===== src/rtl/clk_div_pkg.sv =====
// Shared constants and helpers for the programmable clock divider.
package clk_div_pkg;

   // Smallest legal division ratio
   localparam int unsigned DIV_MIN   = 2;
   // Default width of the ratio and period counter
   localparam int unsigned CNT_W_DEF = 16;

   // First count value of the high phase: low phase is the larger half for odd N
   function automatic int unsigned high_thresh(input int unsigned n);
      return n - (n >> 1);
   endfunction

endpackage


===== src/rtl/clk_div_shadow_reg.sv =====
// Shadow ratio register: holds a pending ratio and applies it only on a
// period boundary (or at once while the counter is held by en=0).
module clk_div_shadow_reg
   import clk_div_pkg::*;
#(
   parameter int unsigned CNT_W     = CNT_W_DEF,
   parameter int unsigned DIV_RESET = 4
) (
   input  logic             clk,
   input  logic             rst_n,
   input  logic             en,
   input  logic             wrap,
   input  logic [CNT_W-1:0] div_val,
   input  logic             div_load,
   output logic             div_busy,
   output logic             div_ack,
   output logic             div_err,
   output logic [CNT_W-1:0] div_cur
);

   logic [CNT_W-1:0] pend_q, pend_d;
   logic [CNT_W-1:0] cur_q, cur_d;
   logic             busy_q, busy_d;
   logic             ack_q, ack_d;
   logic             err_q, err_d;
   logic             load_ok;
   logic             apply;

   // Next-state: a fresh load always wins the pending slot, even on an apply edge
   always_comb begin
      load_ok = div_load && (32'(div_val) >= DIV_MIN);
      apply   = busy_q && (wrap || !en);
      pend_d  = pend_q;
      busy_d  = busy_q;
      cur_d   = apply ? pend_q : cur_q;
      ack_d   = apply;
      err_d   = div_load && !load_ok;
      if (load_ok) begin
         pend_d = div_val;
         busy_d = 1'b1;
      end else if (apply) begin
         busy_d = 1'b0;
      end
   end

   // State registers
   always_ff @(posedge clk or negedge rst_n) begin
      if (!rst_n) begin
         pend_q <= '0;
         cur_q  <= CNT_W'(DIV_RESET);
         busy_q <= 1'b0;
         ack_q  <= 1'b0;
         err_q  <= 1'b0;
      end else begin
         pend_q <= pend_d;
         cur_q  <= cur_d;
         busy_q <= busy_d;
         ack_q  <= ack_d;
         err_q  <= err_d;
      end
   end

   assign div_busy = busy_q;
   assign div_ack  = ack_q;
   assign div_err  = err_q;
   assign div_cur  = cur_q;

endmodule


===== src/rtl/clk_divider_prog.sv =====
// Runtime-programmable integer clock divider with level output and tick strobe.
// Optional macro CLK_DIV_ODD_DUTY50_EN adds a negedge copy of clk_div so odd
// ratios get exactly 50% duty; clk_div then becomes a clock-only output.
module clk_divider_prog
   import clk_div_pkg::*;
#(
   parameter int unsigned CNT_W     = CNT_W_DEF,
   parameter int unsigned DIV_RESET = 4
) (
   input  logic             clk,
   input  logic             rst_n,
   input  logic             en,
   input  logic [CNT_W-1:0] div_val,
   input  logic             div_load,
   output logic             div_busy,
   output logic             div_ack,
   output logic             div_err,
   output logic [CNT_W-1:0] div_cur,
   output logic             clk_div,
   output logic             clk_tick
);

   if ((CNT_W < 2) || (CNT_W > 31) || (DIV_RESET < DIV_MIN) ||
       (DIV_RESET > ((32'd1 << CNT_W) - 32'd1))) begin : g_bad_param
      $error("clk_divider_prog: DIV_RESET out of range for CNT_W");
   end

   logic [CNT_W-1:0] cnt_q, cnt_d;
   logic             clk_div_q, clk_div_d;
   logic             clk_tick_q, clk_tick_d;
   logic             wrap;

   clk_div_shadow_reg #(
      .CNT_W     (CNT_W),
      .DIV_RESET (DIV_RESET)
   ) u_shadow (
      .clk      (clk),
      .rst_n    (rst_n),
      .en       (en),
      .wrap     (wrap),
      .div_val  (div_val),
      .div_load (div_load),
      .div_busy (div_busy),
      .div_ack  (div_ack),
      .div_err  (div_err),
      .div_cur  (div_cur)
   );

   // Counter and outputs derived from the next count so they align with it
   always_comb begin
      wrap       = en && (cnt_q == div_cur - CNT_W'(1));
      cnt_d      = (!en || wrap) ? '0 : cnt_q + CNT_W'(1);
      clk_div_d  = en && (32'(cnt_d) >= high_thresh(32'(div_cur)));
      clk_tick_d = wrap;
   end

   // Counter and output registers
   always_ff @(posedge clk or negedge rst_n) begin
      if (!rst_n) begin
         cnt_q      <= '0;
         clk_div_q  <= 1'b0;
         clk_tick_q <= 1'b0;
      end else begin
         cnt_q      <= cnt_d;
         clk_div_q  <= clk_div_d;
         clk_tick_q <= clk_tick_d;
      end
   end

`ifdef CLK_DIV_ODD_DUTY50_EN
   logic clk_div_n_q;

   // Half-cycle delayed copy stretches the odd-N high phase by half a clock
   always_ff @(negedge clk or negedge rst_n) begin
      if (!rst_n) begin
         clk_div_n_q <= 1'b0;
      end else begin
         clk_div_n_q <= clk_div_q;
      end
   end

   assign clk_div = div_cur[0] ? (clk_div_q | clk_div_n_q) : clk_div_q;
`else
   assign clk_div = clk_div_q;
`endif

   assign clk_tick = clk_tick_q;

endmodule


===== config.mk =====
export PLATFORM = sky130hd
export DESIGN_NAME = clk_divider_prog
export DESIGN_NICKNAME = d
export VERILOG_FILES = /design/src/rtl/clk_div_pkg.sv /design/src/rtl/clk_div_shadow_reg.sv /design/src/rtl/clk_divider_prog.sv
export SDC_FILE = /design/constraint.sdc
export NUM_CORES = 1
export LEC_CHECK = 0
export BUFFER_PORTS_ARGS = -buffer_cell sky130_fd_sc_hd__buf_2
export CAP_MARGIN = 20
export CORE_MARGIN = 2
export CORE_UTILIZATION = 60
export DETAILED_ROUTE_END_ITERATION = 8
export GPL_ROUTABILITY_DRIVEN = 1
export PLACE_DENSITY = 0.78
export SETUP_SLACK_MARGIN = 0.5
export SLEW_MARGIN = 20
export SYNTH_ARGS = -nofsm -noshare
export SYNTH_HDL_FRONTEND = slang
export SYNTH_SLANG_ARGS = --single-unit

===== constraint.sdc =====
create_clock -name clk -period 4.33 [get_ports clk]
set_input_delay 1.0825 -clock clk [delete_from_list [all_inputs] [get_ports clk]]
set_output_delay 1.0825 -clock clk [all_outputs]
set_load 0.02 [all_outputs]

* Word-level counts from Yosys, hierarchy flattened
Index checks and enable logic that the tools add are counted. Widths: inputs -> output; s select.
Word-level totals: logic and storage cells 26, register bits 53, output and inout port bits 21
Cells by class: reduce and logical (&&, ||, !) cells 9, equal/unequal tests 1, magnitude comparators 2, muxes and demuxes 3, $add $sub $neg 3
Operator list (number):
- $ge 16x32->1 | 1
- $sub 16x15->17 | 1
- $add 16x1->16 const B | 1
- $eq 16x16->1 | 1
- $ge 16x2->1 const B | 1
- $mux 16 | 1
- $sub 16x1->16 const B | 1
- $logic_and 1x1->1 | 5
- $logic_not 1->1 | 2
- $mux 1 | 2
- $reduce_bool 2->1 | 1
- $logic_or 1x1->1 | 1

* Depth between registers and ports, before layout
word-level depth 7, depth in mapped cells 17

* Cells and area by module
From an unflattened synthesis, not the netlist that was laid out.
Unflattened totals: cell total of the unflattened synthesis 377, area total of the unflattened synthesis 3821.2 um^2
By module, submodules not included:
- clk_divider_prog | times used 1, area each 2459.9 um^2, sequential area each 450.4 um^2, cells an instance 293
- clk_div_shadow_reg | times used 1, area each 1361.3 um^2, sequential area each 877.1 um^2, cells an instance 84

* Least setup slack after synthesis
OpenSTA, ideal clock, no wires.
path type register to register, start register u_shadow.cur_q[2] (netlist: u_shadow.div_cur[2]), end register clk_div_q (netlist: clk_div), slack 474 ps, stages on the path, launching flop included 16, buffers on the path 1, clock period less this slack 3856 ps, data arrival time 3752 ps, setup time 104 ps, required time 4226 ps, path through dfstp_2 inv_1 ha_1 and4_4 a41o_1 xnor2_1 nand2_1 o41ai_4 clkbuf_1 nor2_1 ha_1 nand3_1 nor3_1 o211ai_1 a211o_1 a221oi_1
Between the ends: word-level cells in the longest chain between the ends 7
Ends and longest elaborated chain:
- start, declared | line clk_div_shadow_reg.sv:22 | logic [CNT_W-1:0] cur_q, cur_d;
- start signal, assigned | line clk_div_shadow_reg.sv:50 | cur_q <= CNT_W'(DIV_RESET);
- start signal, assigned | line clk_div_shadow_reg.sv:56 | cur_q <= cur_d;
- $sub 16x1->16 | line clk_divider_prog.sv:51 | wrap = en && (cnt_q == div_cur - CNT_W'(1));
- $eq 16x16->1 | line clk_divider_prog.sv:51
- $logic_and 1x1->1 | line clk_divider_prog.sv:51
- $logic_or 1x1->1 | line clk_divider_prog.sv:52 | cnt_d = (!en || wrap) ? '0 : cnt_q + CNT_W'(1);
- $mux 16 | line clk_divider_prog.sv:52
- named net cnt_d[7] | line clk_divider_prog.sv:28 | logic [CNT_W-1:0] cnt_q, cnt_d;
- $ge 16x32->1 | line clk_divider_prog.sv:53 | clk_div_d = en && (32'(cnt_d) >= high_thresh(32'(div_cur)));
- $logic_and 1x1->1 | line clk_divider_prog.sv:53
- named net clk_div_d | line clk_divider_prog.sv:29 | logic clk_div_q, clk_div_d;
- end signal, assigned | line clk_divider_prog.sv:65 | clk_div_q <= clk_div_d;
- end, declared | line clk_divider_prog.sv:29
The timed path passes the listed nets, and every way through them passes these cells. A chain may end at the register's enable or synchronous reset.

* Worst setup path in the final report
start register u_shadow.cur_q[2] (netlist: u_shadow.div_cur[2]), end register clk_div_q (netlist: clk_div)
Between the ends: word-level cells in the longest chain between the ends 7
Ends and longest elaborated chain (line):
- $sub 16x1->16 | clk_divider_prog.sv:51
- $eq 16x16->1 | clk_divider_prog.sv:51
- $logic_and 1x1->1 | clk_divider_prog.sv:51
- $logic_or 1x1->1 | clk_divider_prog.sv:52
- $mux 16 | clk_divider_prog.sv:52
- $ge 16x32->1 * | clk_divider_prog.sv:53
- $logic_and 1x1->1 * | clk_divider_prog.sv:53
- named net clk_div_d | clk_divider_prog.sv:29
Mark *: on every way through the listed nets, which the timed path passes. The rest lies on a longest branch.

==> reports/results.ini <==
[route]
wl_met1_um=3910
first_pass_iters=4
dr_wl_met3_um=323
top_layer=met4
postRouteAntennaNets=0
vias=2871
wl_per_cell_um=16.6
drc=0
routed_via_density=5.66
wl_met2_um=4030
drt_iter0_markers=130
finalWirelength_um=8410

[cells_and_area]
syn2layout_area_growth_pct=13.2
nNetsFinal=499
n_fill_cell=476
antenna-diode-count=0
drive_gt1_share_pct=27.2

[min_path]
hp-class=reg -> reg
hold_depth=1
hp-start=u_shadow.pend_q[11]
hold_end=u_shadow.div_cur[11]

[worst_setup_path]
worstSetupPathType=reg -> reg
cp_slowest_cell=dfstp_2
r2r_slack_ns=0.74
reg2reg_from=u_shadow.div_cur[2]
critical_path.max_fanout=4
worstReg2RegEnd=clk_div
reg2reg_depth=15
cp.required_ns=4.55
critical_path.endpoint_type=register
cp-start-kind=register
cpPeakStageDelay_ns=0.55
cp_num_buf_inv=2
cp_cell_sequence=inv_2 -> ha_1 -> o21ba_2 -> nor4_2 -> o41ai_1 -> buf_4 -> or3_1 -> a21oi_1 -> nor2_1 -> xnor2_1 -> ha_1 -> a21o_1 -> a21o_1 -> a211oi_2 -> a221oi_2
cp.arrival_ns=3.81
crit_family=compound AO/OA/AOI/OAI gates

[die]
num_rows=29
die-area_um2=7020
ios=41
initial_core_util_pct=61.2
die_y_um=83.8
core_um2=6240
chipWidth_um=83.8

[synthesis]
synth_compound_area_share_pct=9.10
yosysWarnings=0
synth_cells=375
synthMuxAreaShare_pct=10.3
synth_xor_area_share_pct=12.4
ys_seq_area_share_pct=34.7
synth-simple-area-share_pct=12.5
syn-num-nets=445
synth.most_common_cell=dfrtp_1
synth_top_family_by_area=adder cells
synthFlopType=dfrtp_1
synthTopCellsByArea=dfrtp_1 34%, ha_1 16%, xnor2_1 8.9%, mux2_2 6.8%, inv_1 3.6%
synthAdderAreaFrac_pct=16.6
synth_top_area_cell=dfrtp_1
syn_area_um2=3820
synth_cell_types=49
synth_edf_count=0
synth_seq_cells=53
synth_common_cells=52 x dfrtp_1, 49 x ha_1, 39 x xnor2_1
avgSynthCellArea_um2=10.2
synth_top_area_share_pct=34.1
async_reset_ff_share_pct=100

[clock_tree]
cts_made_buffers=5
clk_latency_ns=0.33
cts_tree=done
cts-root-buf=clkbuf_8
clock-sinks=53
clkTransAtPathRegs_ns=0.12
cts_buffer_depth=2
cts-htree-levels=2

[place]
place_hpwl_um=6470
routabilityCongestion=0.918
io_buffer_count=40

[sta]
max_slew_margin_pct=49.4
worst_slew_pin_slew_ns=0.759
min_period_ns=3.59
rsz0062_at_grt=no
drv_slew=0
setup_viol=0
final-hold-violation-count=0
finalSetupTns_ns=0
worst_clock_skew_ns=0.0122
period_share_pct=82.8
max_freq_mhz=279

[run_status]
status=finished clean

[power]
power_density_nw_per_um2=438
p_total_mw=1.89
max-vdd-ir-drop_v=0.000260
p_leak_nw=2.07

[flow_run]
maxCapViolCount=0

[global_route]
antenna_found_initial=0
track_usage_pct=24.5
first_global_vias=2834
grt_max_degree=35
grt_pass1_wl_um=13800
overflow=0

layer usage:
metal,vias to the layer above,global-route usage (%)
met3,16,4.15
met5,-,0
met4,0,7.33
met1,1394,33.9
met2,65,39.9
li1,1396,-
power by group:
| group | switching [mW] | total [mW] | internal (mW) |
|---|---|---|---|
| Clock | 0.197 | 0.319 | 0.122 |
| Sequential | 0.0636 | 0.610 | 0.546 |
| Combinational | 0.531 | 0.965 | 0.434 |
sequential cells by signal, indices dropped and copies added, names as in the netlist:
register / cells
u_shadow.div_ack: 1
clk_div: 1
u_shadow.div_cur: 16
u_shadow.div_err: 1
u_shadow.div_busy: 1
clk_tick: 1
u_shadow.pend_q: 16
cnt_q: 16
kinds of logic after synthesis:
| logic type | Yosys count |
|---|---|
| and+or+nand+nor | 96 |
| buffers and inverters | 42 |
| adders and majority gates | 50 |
| muxes | 32 |
| xor gates and xnor gates | 54 |
| DFF | 53 |
| AOI/OAI and AO/OA | 48 |
placed cells by master, fill, tap and decap left out, types with 2 or more instances in the layout:
| master | instances |
|---|---|
| buf_2 | 40 |
| mux2_2 | 23 |
| dfrtp_2 | 5 |
| xnor2_1 | 39 |
| mux2_4 | 9 |
| o21bai_1 | 5 |
| nand3_1 | 13 |
| nor2b_1 | 4 |
| buf_4 | 12 |
| ha_1 | 47 |
| nor2_1 | 31 |
| clkbuf_8 | 5 |
| inv_2 | 3 |
| o41ai_1 | 3 |
| nand4_1 | 3 |
| or2_2 | 3 |
| inv_1 | 34 |
| nor4_1 | 4 |
| dfrtp_1 | 47 |
| nor3_1 | 8 |
| o31a_1 | 2 |
| nand2_1 | 14 |
| a21oi_1 | 15 |
| o22ai_1 | 2 |
| nand2b_1 | 6 |
| xor2_1 | 15 |
| o21ai_0 | 5 |
| a21o_1 | 4 |
per-stage QoR:
stage	hold slack [ns]	utilization, %	cells	area [um2]	setup WS [ns]
floorplan	0.477	-	375	3820	0.550
global placement	0.485	66.1	492	4130	0.578
detailed placement	0.491	66.1	492	4130	0.461
CTS	0.517	68.0	502	4250	0.572
global route	0.531	69.3	507	4330	0.495
finish	0.513	69.3	507	4330	0.743
cell type report:
class,count,area [um2],area share (%)
clock buffers,5,68.8,1.59
clock inverters,3,28.8,0.665
inverters,37,139,3.21
multi-input cells,280,2370,54.8
flip-flops and latches,53,1330,30.8
well taps,77,96.3,2.23
repair buffers,52,290,6.71
worst max-delay path by stage:
stage / slack (ns) / startpoint / end / cells past startpoint
finish: 0.74 / u_shadow.div_cur[2] / clk_div / 15
global route: 0.49 / u_shadow.div_cur[7] / clk_div / 15
CTS: 0.57 / u_shadow.div_cur[2] / clk_div / 15
detailed placement: 0.46 / u_shadow.div_cur[2] / clk_div / 15
global placement: 0.58 / u_shadow.div_cur[2] / clk_div / 15
floorplan: 0.55 / u_shadow.div_cur[2] / clk_div / 15
timing repair:
item                                    in CTS  in global routing
hold buffers                                 0                  0
endpoints found under the setup margin       1                  1
setup buffers                                2                  5
endpoints found under the hold margin        0                  0
pin swaps                                    3                  6
gates resized for setup                      1                 15
Note: power is estimated with default switching activity, not from simulation.
